--- src/rtl/biu_dmux_if.sv ---
// rtl/biu_dmux_if.sv - load/store request/response and BTI slave-fabric signal bundle for biu_dmux
interface biu_dmux_if #(
    parameter int N_SLV = 2,
    parameter int AW    = 32,
    parameter int DW    = 32,
    parameter int TIDW  = 4
);
    logic                  req_vld;
    logic                  req_rdy;
    logic                  req_st;
    logic [AW-1:0]         req_addr;
    logic [DW-1:0]         req_data;
    logic [DW/8-1:0]       req_strobe;
    logic                  rsp_vld;
    logic                  rsp_rdy;
    logic [DW-1:0]         rsp_data;
    logic                  rsp_ok;
    logic [N_SLV-1:0]      slv_req_vld;
    logic [N_SLV-1:0]      slv_req_rdy;
    logic [TIDW-1:0]       slv_req_tid;
    logic                  slv_req_cmd;
    logic [AW-1:0]         slv_req_addr;
    logic [DW-1:0]         slv_req_data;
    logic [DW/8-1:0]       slv_req_strobe;
    logic [N_SLV-1:0]      slv_rsp_vld;
    logic [N_SLV-1:0]      slv_rsp_rdy;
    logic [N_SLV*TIDW-1:0] slv_rsp_tid;
    logic [N_SLV*DW-1:0]   slv_rsp_data;
    logic [N_SLV-1:0]      slv_rsp_ok;

    modport slave (
        input  req_vld, req_st, req_addr, req_data, req_strobe, rsp_rdy,
               slv_req_rdy, slv_rsp_vld, slv_rsp_tid, slv_rsp_data, slv_rsp_ok,
        output req_rdy, rsp_vld, rsp_data, rsp_ok,
               slv_req_vld, slv_req_tid, slv_req_cmd, slv_req_addr, slv_req_data,
               slv_req_strobe, slv_rsp_rdy
    );

    modport master (
        output req_vld, req_st, req_addr, req_data, req_strobe, rsp_rdy,
               slv_req_rdy, slv_rsp_vld, slv_rsp_tid, slv_rsp_data, slv_rsp_ok,
        input  req_rdy, rsp_vld, rsp_data, rsp_ok,
               slv_req_vld, slv_req_tid, slv_req_cmd, slv_req_addr, slv_req_data,
               slv_req_strobe, slv_rsp_rdy
    );
endinterface

--- src/rtl/biu_dmux.sv ---
// rtl/biu_dmux.sv - address-decoding load/store demux onto N_SLV BTI slaves with in-order responses
module biu_dmux #(
    parameter int N_SLV    = 2,
    parameter int AW       = 32,
    parameter int DW       = 32,
    parameter int TIDW     = 4,
    parameter int MAX_OSTD = 4,
    // slice 0 (LSBs) is slave 0: DTCM at 0x0002_xxxx, slave 1: peripherals at 0x1xxx_xxxx
    parameter logic [N_SLV*AW-1:0] SLV_BASE = {32'h1000_0000, 32'h0002_0000},
    parameter logic [N_SLV*AW-1:0] SLV_MASK = {32'hF000_0000, 32'hFFFF_0000}
) (
    input  logic                          clk,
    input  logic                          rst_n,
    biu_dmux_if.slave                     bus,
    output logic [$clog2(MAX_OSTD):0]     ostd_cnt,
    output logic                          tid_err
);
    localparam int PW = $clog2(MAX_OSTD);
    localparam int CW = PW + 1;
    localparam int IW = $clog2(N_SLV + 1);
    localparam logic [IW-1:0] ERR = IW'(N_SLV);
    localparam logic BTI_CMD_READ  = 1'b0;
    localparam logic BTI_CMD_WRITE = 1'b1;

    logic [IW-1:0]   tgt;
    logic            tgt_rdy;
    logic            full;
    logic            empty;
    logic            push;
    logic            pop;
    logic [TIDW-1:0] tid_cnt;
    logic [PW-1:0]   wr_ptr;
    logic [PW-1:0]   rd_ptr;
    logic [IW-1:0]   ord_tgt [MAX_OSTD];
    logic [TIDW-1:0] ord_tid [MAX_OSTD];
    logic [IW-1:0]   head_tgt;
    logic [TIDW-1:0] head_rsp_tid;

    // Descending scan so the lowest matching index is the one that sticks.
    always_comb begin
        tgt     = ERR;
        tgt_rdy = 1'b1;
        for (int i = N_SLV - 1; i >= 0; i--) begin
            if ((bus.req_addr & SLV_MASK[i*AW +: AW]) == SLV_BASE[i*AW +: AW]) begin
                tgt     = IW'(i);
                tgt_rdy = bus.slv_req_rdy[i];
            end
        end
    end

    assign full  = (ostd_cnt == CW'(MAX_OSTD));
    assign empty = (ostd_cnt == '0);

    assign bus.req_rdy = !full && tgt_rdy;

    always_comb begin
        bus.slv_req_vld = '0;
        for (int i = 0; i < N_SLV; i++) begin
            bus.slv_req_vld[i] = bus.req_vld && !full && (tgt == IW'(i));
        end
    end

    assign bus.slv_req_tid    = tid_cnt;
    assign bus.slv_req_cmd    = bus.req_st ? BTI_CMD_WRITE : BTI_CMD_READ;
    assign bus.slv_req_addr   = bus.req_addr;
    assign bus.slv_req_data   = bus.req_data;
    assign bus.slv_req_strobe = bus.req_strobe;

    assign head_tgt = ord_tgt[rd_ptr];

    // Only the head's slave is ever given rsp_rdy; everyone else holds its response.
    always_comb begin
        bus.rsp_vld     = 1'b0;
        bus.rsp_data    = '0;
        bus.rsp_ok      = 1'b0;
        bus.slv_rsp_rdy = '0;
        head_rsp_tid    = '0;
        if (!empty) begin
            if (head_tgt == ERR) begin
                bus.rsp_vld = 1'b1;
            end else begin
                for (int i = 0; i < N_SLV; i++) begin
                    if (head_tgt == IW'(i)) begin
                        bus.rsp_vld        = bus.slv_rsp_vld[i];
                        bus.rsp_data       = bus.slv_rsp_data[i*DW +: DW];
                        bus.rsp_ok         = bus.slv_rsp_ok[i];
                        bus.slv_rsp_rdy[i] = bus.rsp_rdy;
                        head_rsp_tid       = bus.slv_rsp_tid[i*TIDW +: TIDW];
                    end
                end
            end
        end
    end

    assign push = bus.req_vld && bus.req_rdy;
    assign pop  = bus.rsp_vld && bus.rsp_rdy;

    always_ff @(posedge clk or negedge rst_n) begin
        if (!rst_n) begin
            wr_ptr   <= '0;
            rd_ptr   <= '0;
            ostd_cnt <= '0;
            tid_cnt  <= '0;
            tid_err  <= 1'b0;
        end else begin
            if (push) begin
                wr_ptr  <= wr_ptr + 1'b1;
                tid_cnt <= tid_cnt + 1'b1;
            end
            if (pop) begin
                rd_ptr <= rd_ptr + 1'b1;
                if ((head_tgt != ERR) && (head_rsp_tid != ord_tid[rd_ptr])) begin
                    tid_err <= 1'b1;
                end
            end
            ostd_cnt <= ostd_cnt + CW'(push) - CW'(pop);
        end
    end

    always_ff @(posedge clk) begin
        if (push) begin
            ord_tgt[wr_ptr] <= tgt;
            ord_tid[wr_ptr] <= tid_cnt;
        end
    end
endmodule

--- src/flat_wrapper.sv ---
// flat-port wrapper written by rule: the top's interface ports become plain ports
module biu_dmux_flat 
#(
    parameter int N_SLV    = 2,
    parameter int AW       = 32,
    parameter int DW       = 32,
    parameter int TIDW     = 4,
    parameter int MAX_OSTD = 4,
                                                                                          
    parameter logic [N_SLV*AW-1:0] SLV_BASE = {32'h1000_0000, 32'h0002_0000},
    parameter logic [N_SLV*AW-1:0] SLV_MASK = {32'hF000_0000, 32'hFFFF_0000}
)
  (clk, rst_n, ostd_cnt, tid_err, bus_req_vld, bus_req_st, bus_req_addr, bus_req_data, bus_req_strobe, bus_rsp_rdy, bus_slv_req_rdy, bus_slv_rsp_vld, bus_slv_rsp_tid, bus_slv_rsp_data, bus_slv_rsp_ok, bus_req_rdy, bus_rsp_vld, bus_rsp_data, bus_rsp_ok, bus_slv_req_vld, bus_slv_req_tid, bus_slv_req_cmd, bus_slv_req_addr, bus_slv_req_data, bus_slv_req_strobe, bus_slv_rsp_rdy);
  biu_dmux_if #(.N_SLV(N_SLV), .AW(AW), .DW(DW), .TIDW(TIDW)) bus_i ();
  input  logic clk;
  input  logic rst_n;
  output logic [$clog2(MAX_OSTD):0] ostd_cnt;
  output logic tid_err;
  input wire logic [$bits(bus_i.req_vld)-1:0] bus_req_vld;
  input wire logic [$bits(bus_i.req_st)-1:0] bus_req_st;
  input wire logic [$bits(bus_i.req_addr)-1:0] bus_req_addr;
  input wire logic [$bits(bus_i.req_data)-1:0] bus_req_data;
  input wire logic [$bits(bus_i.req_strobe)-1:0] bus_req_strobe;
  input wire logic [$bits(bus_i.rsp_rdy)-1:0] bus_rsp_rdy;
  input wire logic [$bits(bus_i.slv_req_rdy)-1:0] bus_slv_req_rdy;
  input wire logic [$bits(bus_i.slv_rsp_vld)-1:0] bus_slv_rsp_vld;
  input wire logic [$bits(bus_i.slv_rsp_tid)-1:0] bus_slv_rsp_tid;
  input wire logic [$bits(bus_i.slv_rsp_data)-1:0] bus_slv_rsp_data;
  input wire logic [$bits(bus_i.slv_rsp_ok)-1:0] bus_slv_rsp_ok;
  output wire logic [$bits(bus_i.req_rdy)-1:0] bus_req_rdy;
  output wire logic [$bits(bus_i.rsp_vld)-1:0] bus_rsp_vld;
  output wire logic [$bits(bus_i.rsp_data)-1:0] bus_rsp_data;
  output wire logic [$bits(bus_i.rsp_ok)-1:0] bus_rsp_ok;
  output wire logic [$bits(bus_i.slv_req_vld)-1:0] bus_slv_req_vld;
  output wire logic [$bits(bus_i.slv_req_tid)-1:0] bus_slv_req_tid;
  output wire logic [$bits(bus_i.slv_req_cmd)-1:0] bus_slv_req_cmd;
  output wire logic [$bits(bus_i.slv_req_addr)-1:0] bus_slv_req_addr;
  output wire logic [$bits(bus_i.slv_req_data)-1:0] bus_slv_req_data;
  output wire logic [$bits(bus_i.slv_req_strobe)-1:0] bus_slv_req_strobe;
  output wire logic [$bits(bus_i.slv_rsp_rdy)-1:0] bus_slv_rsp_rdy;
  assign bus_i.req_vld = bus_req_vld;
  assign bus_i.req_st = bus_req_st;
  assign bus_i.req_addr = bus_req_addr;
  assign bus_i.req_data = bus_req_data;
  assign bus_i.req_strobe = bus_req_strobe;
  assign bus_i.rsp_rdy = bus_rsp_rdy;
  assign bus_i.slv_req_rdy = bus_slv_req_rdy;
  assign bus_i.slv_rsp_vld = bus_slv_rsp_vld;
  assign bus_i.slv_rsp_tid = bus_slv_rsp_tid;
  assign bus_i.slv_rsp_data = bus_slv_rsp_data;
  assign bus_i.slv_rsp_ok = bus_slv_rsp_ok;
  assign bus_req_rdy = bus_i.req_rdy;
  assign bus_rsp_vld = bus_i.rsp_vld;
  assign bus_rsp_data = bus_i.rsp_data;
  assign bus_rsp_ok = bus_i.rsp_ok;
  assign bus_slv_req_vld = bus_i.slv_req_vld;
  assign bus_slv_req_tid = bus_i.slv_req_tid;
  assign bus_slv_req_cmd = bus_i.slv_req_cmd;
  assign bus_slv_req_addr = bus_i.slv_req_addr;
  assign bus_slv_req_data = bus_i.slv_req_data;
  assign bus_slv_req_strobe = bus_i.slv_req_strobe;
  assign bus_slv_rsp_rdy = bus_i.slv_rsp_rdy;
  biu_dmux #(.N_SLV(N_SLV), .AW(AW), .DW(DW), .TIDW(TIDW), .MAX_OSTD(MAX_OSTD), .SLV_BASE(SLV_BASE), .SLV_MASK(SLV_MASK)) u_core (.clk(clk), .rst_n(rst_n), .bus(bus_i), .ostd_cnt(ostd_cnt), .tid_err(tid_err));
endmodule
--- config.mk ---
export PLATFORM = sky130hd
export DESIGN_NAME = biu_dmux_flat
export DESIGN_NICKNAME = d
export VERILOG_FILES = /design/src/rtl/biu_dmux_if.sv /design/src/rtl/biu_dmux.sv /design/src/flat_wrapper.sv
export SDC_FILE = /design/constraint.sdc
export NUM_CORES = 1
export LEC_CHECK = 0
export ABC_AREA = 1
export ABC_CLOCK_PERIOD_IN_PS = 6700
export CORE_MARGIN = 8
export CORE_UTILIZATION = 36
export DETAILED_ROUTE_END_ITERATION = 6
export PLACE_DENSITY = 0.93
export SYNTH_ARGS = -nofsm -noshare
export SYNTH_HDL_FRONTEND = slang
export SYNTH_SLANG_ARGS = --single-unit
--- constraint.sdc ---
create_clock -name clk -period 6.7 [get_ports clk]
set_input_delay 0.67 -clock clk [delete_from_list [all_inputs] [get_ports clk]]
set_output_delay 0.67 -clock clk [all_outputs]
set_load 0.1 [all_outputs]
; After elaboration in Yosys (flattened, before gate mapping)
; Memories as Yosys holds them, arrays and structs flattened.
; Cells that the tools add are included.
[word_totals]
ramBits = 24
elab_cells = 59
reg_bits = 12
output_inout_bits = 116
memories = 2
[memory_table]
columns = memory, words, width, read_ports, rd_clocked_by_memory_dff, wr, line
row1 = u_core.ord_tid, 4, 4, 1, 0, 1, biu_dmux.sv:35  ; logic [TIDW-1:0] ord_tid [MAX_OSTD];
row2 = u_core.ord_tgt, 4, 2, 1, 0, 1, biu_dmux.sv:34  ; logic [IW-1:0] ord_tgt [MAX_OSTD];
[op_classes]
addsub = 5
n_eq_ne = 8
mux = 27
n_reduce_logical = 12
[ops]
columns = cell, n
row1 = 32-bit 2-to-1 mux, 4
row2 = "16-bit by 2-bit == test with 1-bit output, second input constant", 1
row3 = 4-bit 2-to-1 mux, 4
row4 = 1-bit 2-to-1 mux, 15
row5 = 2-bit 2-to-1 mux, 4
row6 = 1-bit logical AND, 7
row7 = "2-bit by 1-bit adder with 2-bit output, second input constant", 2
row8 = "4-bit by 1-bit adder with 4-bit output, second input constant", 1
row9 = "2-bit by 1-bit == test with 1-bit output, second input constant", 2
row10 = "4-bit by 1-bit == test with 1-bit output, second input constant", 1
row11 = 2-bit zero test, 2
row12 = 4-bit inequality test, 1
row13 = 3-bit by 1-bit adder with 3-bit output, 1
row14 = "3-bit == test, second input constant", 1
row15 = 3-bit zero test, 1
row16 = 3-bit by 1-bit subtractor with 3-bit output, 1
row17 = "2-bit == test, second input constant", 1
row18 = "2-bit inequality test, second input constant", 1
row19 = 2-bit AND reduction, 1
row20 = 1-bit zero test, 1

; Longest topological paths before layout
; An unclocked memory read counts as a cell.
[depth]
word_depth = 9
mapped_depth = 16
depth_no_buf = 16

; Worst setup path after synthesis
; No wires, ideal clock.
[synth_timing]
kind = register -> output
startpoint = register u_core.ostd_cnt[1]
endpoint = output bus_slv_req_vld[0]
arrival_time_ns = 4.553
path_buffers = 0
path_stages_with_launch = 5
path_slack_ns = 1.477
cell_sequence = dfrtp_1 > inv_1 > nand2_1 > o21ai_0 > nor4b_1
[synth_between]
elab_chain_cells = 4
[synth_lines]
columns = item, line
row1 = start: declaration, biu_dmux.sv:15  ; output logic [$clog2(MAX_OSTD):0] ostd_cnt,
row2 = start signal: assignment, biu_dmux.sv:116  ; ostd_cnt <= ostd_cnt + CW'(push) - CW'(pop);
row3 = 3-bit == test, biu_dmux.sv:51  ; assign full = (ostd_cnt == CW'(MAX_OSTD));
row4 = 1-bit zero test, biu_dmux.sv:59  ; bus.slv_req_vld[i] = bus.req_vld && !full && (tgt == IW'(i));
row5 = 1-bit logical AND (2 in a row), biu_dmux.sv:59
row6 = end: declaration, flat_wrapper.sv:34  ; output wire logic [$bits(bus_i.slv_req_vld)-1:0] bus_slv_req_vld;
; No other way between the ends.

; Worst setup path in the final report
[layout_timing]
startpoint = register u_core.rd_ptr[0]
endpoint = output bus_rsp_vld
[layout_between]
elab_chain_cells = 6
word_cells_on_any_way = 8
cone_classes = eq/ne: 2 / mux: 4 / reduce/logical: 1 / memory: 1
[layout_lines]
columns = item, line
row1 = start: declaration, biu_dmux.sv:33  ; logic [PW-1:0] rd_ptr;
row2 = start signal: assignment, biu_dmux.sv:111  ; rd_ptr <= rd_ptr + 1'b1;
row3 = memory 4 x 2 bit (*), n/a
row4 = 2-bit zero test, biu_dmux.sv:83  ; if (head_tgt == IW'(i)) begin
row5 = 1-bit 2-to-1 mux (2 in a row), biu_dmux.sv:83
row6 = 1-bit 2-to-1 mux (*), biu_dmux.sv:79  ; if (head_tgt == ERR) begin
row7 = 1-bit 2-to-1 mux (*), biu_dmux.sv:78  ; if (!empty) begin
row8 = end: declaration, flat_wrapper.sv:31  ; output wire logic [$bits(bus_i.rsp_vld)-1:0] bus_rsp_vld;
; Every way passes the cells marked *; elsewhere a longest branch is shown, timed or not.

==> out/qor.csv <==
metric;value;unit
grt_usage;0.160;
drive_gt1_frac;0.0878;
synth_common_cells;80 x nand3_1, 70 x buf_4, 61 x nand2_1;
fin_crit_sh;0.660;
synth.most_common_cell;nand3_1;
synth_area_leaders;edfxtp_1 22%, buf_4 16%, nand3_1 12%;
outcome;completed;
syn_inst;425;
synth-seq-cells;36;
fmax;226;MHz
seqCellArea;1020;um^2
antenna_found_initial;1;
gp_congestion;0.853;
drc;0;
min_period;4.42;ns
wl_per_cell;17.9;um
areaGrowthSynthToFinish;33.8;%
coreArea;9110;um^2
clock-sinks;36;
drtIter0Drc;260;
slew_headroom;0.326;
synthArstFlopShare;0.333;
finClkSkew;0.00753;ns
dieArea;12500;um^2
hold_path.class;reg2reg;
post_cts_resized;0;
multi_input_area;1420;um^2
seq_area_frac_synth;0.308;
place_worst_setup_slack;2.60;ns
grt_pass1_wl;16.1;mm
clk-insertion-delay-late;0.28;ns
worst_slack;2.28;ns
place_hpwl;8.97;mm
yosys.area.top_type;edfxtp_1;
synth_top_area_frac;0.217;
port_buffers;160;
crit_type;reg2out;
synth_fp_nets;584;
pin_count;267;
synth_ff_type;edfxtp_1;
start_util;0.364;
core.rowCount;35;
start_kind;flop;
final_hold_viol_count;0;
clk_pin_slew;0.07;ns
clockBufferDepth;2;
critPathArrivalTime;3.75;ns
cp.required;6.03;ns
fill_cells;826;
synth-edff-count;24;
cts_made_buffers;5;
h-tree-depth;2;
cap_violations;0;
postCtsHoldBufs;0;
avgSynthCellArea;7.80;um^2
clockRootBuffer;clkbuf_8;
end_kind;primary output;
die_w;112;um
cts_tree;yes;
wl;11.0;mm
nNetsFinal;659;
path_max_fanout;40;
finalSetupTns;0;ns
synth_cell_types;30;
grt_pass1_vias;3167;
grt_overflow;0;
vias;3170;
syn_area;3320;um^2
maxSlewViolCount;0;
worst_pin_slew;1.01;ns
via_per_inst;5.17;
finalSetupViolCount;0;
postCtsSetupBuffers;0;
yosys_warnings;0;
rsz0062_at_grt;false;
die_h;112;um
ant_nets;0;
grt_max_degree;79;
drt-pass1-iter-count;5;
[layout by cell type, fill, tap and decap left out]
cell type | synthesis | layout
nand2_2 | 5 | 5
dfrtp_1 | 12 | 12
nor3_4 | 0 | 1
nor4_2 | 1 | 1
edfxtp_1 | 24 | 24
nand3_2 | 16 | 16
xnor2_1 | 2 | 2
nor2_1 | 17 | 17
diode_2 | 0 | 1
a21oi_1 | 25 | 25
nor2_2 | 1 | 1
fa_1 | 1 | 1
or2_1 | 1 | 1
clkbuf_1 | 4 | 2
nor4b_1 | 1 | 1
nand2_1 | 61 | 61
inv_2 | 3 | 3
nand2_4 | 1 | 1
buf_4 | 70 | 1
clkbuf_8 | 0 | 5
nand4_1 | 12 | 12
clkinv_1 | 0 | 1
ha_1 | 7 | 7
inv_1 | 42 | 42
o21ai_1 | 1 | 1
xor2_1 | 3 | 3
a21oi_2 | 10 | 10
clkdlybuf4s50_1 | 0 | 160
o21ai_0 | 5 | 5
nand3_1 | 80 | 80
[critical path, cell delays in order, from the launching register on]
cell and delay [ns]:
dfrtp_1 0.59, inv_2 0.22, nand2_1 0.14, nand3_1 0.11, nand2_2 0.67, nand3_1 0.19
nand2_1 0.12, inv_1 0.05, nand2_1 0.08, nand2_1 0.09, inv_1 0.07, clkdlybuf4s50_1 1.13
[through the flow]
| step | hold WS [ns] | cell area [um^2] | std cells | utilization |
|---|---|---|---|---|
| after floorplan | 0.374 | 3320 | 425 | - |
| after global placement | 0.464 | 4350 | 604 | 0.478 |
| after detailed placement | 0.468 | 4350 | 604 | 0.478 |
| after CTS | 0.484 | 4430 | 612 | 0.487 |
| after global routing | 0.503 | 4440 | 613 | 0.487 |
| final | 0.486 | 4440 | 613 | 0.487 |
[metal layers]
| layer | wire length [um] | vias up | track usage |
|---|---|---|---|
| li1 | - | 1487 | - |
| met1 | 3760 | 1450 | 0.149 |
| met2 | 5350 | 201 | 0.282 |
| met3 | 1510 | 32 | 0.0952 |
| met4 | 368 | 0 | 0.0656 |
| met5 | 0 | - | 0 |
[state kept, by name (all words and copies together), names as in the netlist]
register and count:
u_core.ostd_cnt 3, u_core.tid_err 1, u_core.ord_tgt 8, u_core.bus.slv_req_tid 4
u_core.rd_ptr 2, u_core.ord_tid 16, u_core.wr_ptr 2
[cell families after synthesis]
kind of cell	share of synthesized area
AO/OA/AOI/OAI	0.0732
XOR/XNOR	0.0132
adder cells (fa/ha/maj)	0.0325
buffers and inverters	0.267
flip-flops	0.308
AND/OR/NAND/NOR	0.306
[worst paths after layout]
check / slack [ns] / endpoint / start / cells after the start
hold reg to reg: 0.49 / u_core.tid_err$_DFFE_PN0P_ / u_core.tid_err$_DFFE_PN0P_ / 2
min in group asynchronous: 0.76 / u_core.rd_ptr[0]$_DFFE_PN0P_ / rst_n / 1
hold / removal: 0.49 / u_core.tid_err$_DFFE_PN0P_ / u_core.tid_err$_DFFE_PN0P_ / 2
setup reg to reg: 3.25 / u_core.ostd_cnt[2]$_DFF_PN0_ / u_core.rd_ptr[0]$_DFFE_PN0P_ / 15
setup / recovery: 2.28 / bus_rsp_vld / u_core.rd_ptr[0]$_DFFE_PN0P_ / 11
max in group asynchronous: 5.54 / u_core.bus.slv_req_tid[1]$_DFFE_PN0P_ / rst_n / 1
[final cells by class]
type                    count  area share
diodes                      1    0.000564
inverters                  45      0.0381
clock inverters             1    0.000846
multi-input cells         251       0.319
repair buffers            161       0.363
well taps                 111      0.0313
flip-flops and latches     36       0.230
clock buffers               7      0.0172
Power is left out: the tool's default activity adds up to more than one toggle a clock period on the data nets, which glitch-free logic cannot reach.
==> patch 1, RTL diff (config.mk and constraints unchanged) <==
Reset style: synchronous (`rst_n`), changed in one clocked block.
--- a/src/rtl/biu_dmux.sv
+++ b/src/rtl/biu_dmux.sv
@@ -95,7 +95,7 @@
     assign push = bus.req_vld && bus.req_rdy;
     assign pop  = bus.rsp_vld && bus.rsp_rdy;
 
-    always_ff @(posedge clk or negedge rst_n) begin
+    always_ff @(posedge clk) begin
         if (!rst_n) begin
             wr_ptr   <= '0;
             rd_ptr   <= '0;
Formal check against the unedited RTL: differs if rst_n is asserted again (counterexample within 4 cycles, from zero or initial values and one cycle with rst_n low); with rst_n held inactive, the same outputs for 10 cycles.
==> patch 1 against the unedited design <==
  * Routed wire length up 9.0%
  * Critical path depth down 4
  * Cell area down 0.59%
  * Largest cell class unchanged
  * Count of clock-buffer cells in the layout down 1
  * Sequential cell count up 2
  * Via count down 2.0%
  * Synthesized area down 1.5%
  * Global-route usage up 2.3 points
  * Non-clock buffer count down 1
  * Cell count up 2.0%
  * Highest routed layer unchanged
  * Setup slack better by 0.11 ns
==> patch 1: results (changes against the unedited design) <==
** Run status
- Result of the run :: finished, final reports clean (unchanged)

** Global routing
- Global-route usage over all layers :: 18.3% (was 16.0%)
- The met2 routing resource usage after global routing came to 35.2% (was 28.2%).
- The global-route wire length before repair came to 18.2 mm (was 16.1 mm).
- Via count of the first global-routing pass :: 3,182 (was 3,167)
- The met1 demand-to-capacity share in global routing is 18.5% (was 14.9%).

** Setup path
- Crit Reg-Reg Endpoint :: u_core.ostd_cnt[2] (unchanged)
- The internal reg-to-reg setup slack came to 3.44 ns (was 3.25 ns).
- The worst setup path endpoint was bus_rsp_data[1] (was bus_rsp_vld).
- Slowest stage delay, CP :: 1.22 ns (was 1.13 ns)
- Reg2reg start :: u_core.ostd_cnt[1] (was u_core.rd_ptr[0])

** Layout
- Fraction of layout instances using a drive strength above 1 :: 6.58% (was 8.78%)
- Antenna cells :: 0 (was 1)
- The count of placed standard cells in the final layout, fillers left out came to 625 (was 613).

** Drt
- TritonRoute pass-1 iters :: 4 (was 5)
- The routed wire length on met3 was 1.00 mm (was 1.51 mm).
- Wire per inst :: 19.2 um (was 17.9 um)

** STA
- Hold Worst Slack :: 0.467 ns (was 0.486 ns)
- The setup clock skew after layout was 0.0108 ns (was 0.00753 ns).

** Hold path
- Hold Startpoint :: u_core.tid_err (unchanged)
- The destination of the worst hold path was u_core.tid_err (unchanged).

** Logic synthesis
- Asr flop ratio synth :: 0% (was 33.3%)
- The sequential cell area fraction in the yosys report was 30.7% (was 30.8%).
- Top post-synthesis cells by count: nand3_1, buf_4, nand2_1 (unchanged).
- The number of distinct library cell variants in the gate-level netlist after synthesis came to 29 (was 30).

** Placement
- Pre-CTS setup slack :: 2.71 ns (was 2.60 ns)
## patch 1: changes by cell type after synthesis, moves of 6 or more
cell / delta
nand3_2: -8
a21oi_2: -9
a21oi_1: +13
dfrtp_1: -12
nand3_1: +6
nor2_1: +11
dfxtp_1: +14
## patch 1: layout make-up
cell class | count | area [um2]
timing repair buffer | 160 | 1600
fill | 813 | 4350
inverter | 52 | 196
clock inverter | 2 | 10.0
clock buffer | 6 | 72.6
multi-input combinational | 259 | 1390
tap | 108 | 135
sequential | 38 | 1000
## patch 1: cells by family (layout without fill, tap and decap cells)
| logic type | after synthesis | in the layout | synth area share (%) |
|---|---|---|---|
| simple gates | 200 | 200 | 30.5 |
| buf+inv | 144 | 220 | 26.9 |
| compound gates | 46 | 46 | 7.28 |
| flops | 38 | 38 | 30.7 |
| fa+ha+maj | 8 | 8 | 3.29 |
| xor+xnor | 5 | 5 | 1.34 |
==> patch 2, RTL diff (same flow settings) <==
Made on the original files. `N_SLV` is set to 2 in 3 places; all go to 4.
--- a/src/rtl/biu_dmux_if.sv
+++ b/src/rtl/biu_dmux_if.sv
@@ -1,6 +1,6 @@
 // rtl/biu_dmux_if.sv - load/store request/response and BTI slave-fabric signal bundle for biu_dmux
 interface biu_dmux_if #(
-    parameter int N_SLV = 2,
+    parameter int N_SLV = 4,
     parameter int AW    = 32,
     parameter int DW    = 32,
     parameter int TIDW  = 4
--- a/src/rtl/biu_dmux.sv
+++ b/src/rtl/biu_dmux.sv
@@ -1,6 +1,6 @@
 // rtl/biu_dmux.sv - address-decoding load/store demux onto N_SLV BTI slaves with in-order responses
 module biu_dmux #(
-    parameter int N_SLV    = 2,
+    parameter int N_SLV    = 4,
     parameter int AW       = 32,
     parameter int DW       = 32,
     parameter int TIDW     = 4,
--- a/src/flat_wrapper.sv
+++ b/src/flat_wrapper.sv
@@ -1,7 +1,7 @@
 // flat-port wrapper written by rule: the top's interface ports become plain ports
 module biu_dmux_flat 
 #(
-    parameter int N_SLV    = 2,
+    parameter int N_SLV    = 4,
     parameter int AW       = 32,
     parameter int DW       = 32,
     parameter int TIDW     = 4,
Ports: changed (7 resized); port bits go from 267 to 349. The function was not compared with the original's and may differ.
==> patch 2 against the unedited design <==
  * Setup slack got worse by 0.89 ns
  * Maximum frequency decreased by 17%
  * Routed wire length increased by 43%
  * Highest routed layer unchanged
  * Sequential share of layout area fell by 4.6 points
  * Critical path type unchanged
  * Cell area up 25%
  * Sequential cell count unchanged
  * Synthesized area is 6.3% higher
Power is left out: the tool's default activity adds up to more than one toggle a clock period on the data nets, which glitch-free logic cannot reach.
==> patch 2: results (changes against the unedited design) <==
** Drt
- The routed wire length on met3 was 1.81 mm (was 1.51 mm).
- Total met2 wirelength after detailed routing :: 7.63 mm (was 5.35 mm)
- The detail-routed net length per standard cell was 20.1 um (was 17.9 um).
- Wire length on met1 :: 5.64 mm (was 3.76 mm)
- Detailed Route Iter0 Violations :: 344 (was 260)
- Number of vias per cell :: 5.12 (was 5.17)
- Routed WL :: 15.7 mm (was 11.0 mm)

** Placement
- The cell count after placement is 770 (was 604).
- The number of buffer cells added on primary ports was 240 (was 160).
- The post-detailed-placement cell area is 5440 um2 (was 4350 um2).
- The final estimated routing congestion in global placement is 0.973 (was 0.853).

** Global routing
- Largest net degree at the start of global routing :: 48 (was 79)
- The number of global-route vias before repair came to 4,123 (was 3,167).
- The met2 routing resource usage after global routing came to 39.2% (was 28.2%).
- Met3 track demand over resource :: 10.1% (was 9.52%)
- First-pass GRT wire length :: 22.7 mm (was 16.1 mm)
- GRT met1 Usage :: 22.2% (was 14.9%)
- Global-route usage over all layers :: 22.5% (was 16.0%)

** Floorplan
- # rows :: 36 (was 35)

** Setup path
- Slowest stage delay, CP :: 1.15 ns (was 1.13 ns)
- Crit path capture :: bus_rsp_data[1] (was bus_rsp_vld)
- Arr. time, crit path :: 4.64 ns (was 3.75 ns)

** Logic synthesis
- Sequential share of the synthesized area :: 29.0% (was 30.8%)
- Syn avg cell area :: 7.19 um2 (was 7.80 um2)
- The number of distinct library cell variants in the gate-level netlist after synthesis came to 37 (was 30).
- Top post-synthesis cells by count: nand2_1, buf_4, o21ai_0 (was nand3_1, buf_4, nand2_1).
- Syn_nets :: 727 (was 584)

** Clock tree
- Clock insertion delay at the later pin of the skew report :: 0.30 ns (was 0.28 ns)

** Layout
- The number of fillers in the final layout came to 894 (was 826).

** STA
- Final Cycle Share :: 79.3% (was 66.0%)
- The final-layout worst hold slack is 0.470 ns (was 0.486 ns).

** Run status
- Result of the run :: finished, final reports clean (unchanged)
==> patch 2: changes by cell type in the layout (fill, tap and decap cells not counted), sizes merged, moves of 10 or more <==
| cell | before | now |
|---|---|---|
| nand4 | 12 | 0 |
| o21ai | 6 | 58 |
| clkdlybuf4s50 | 160 | 240 |
| o22ai | 0 | 10 |
| nand3 | 96 | 18 |
| inv | 45 | 35 |
| nand2 | 67 | 113 |
| nor2 | 18 | 45 |
==> patch 2: final cells by class <==
class | count | share of cell area, %
sequential | 36 | 18.4
clock inverter | 3 | 0.766
inverter | 35 | 2.36
antenna | 1 | 0.0450
timing repair buffer | 241 | 43.4
tap | 133 | 2.99
multi-input combinational | 325 | 30.8
clock buffer | 5 | 1.24
==> patch 2: cells by family (layout without fill, tap and decap cells) <==
family	Yosys count	count (layout)	share of synthesized area (%)
other cells	1	2	0.106
flops	36	36	29.0
buf+inv	129	284	22.5
compound gates	124	124	20.6
xor+xnor	8	8	1.99
simple gates	184	184	22.8
fa+ha+maj	8	8	3.05
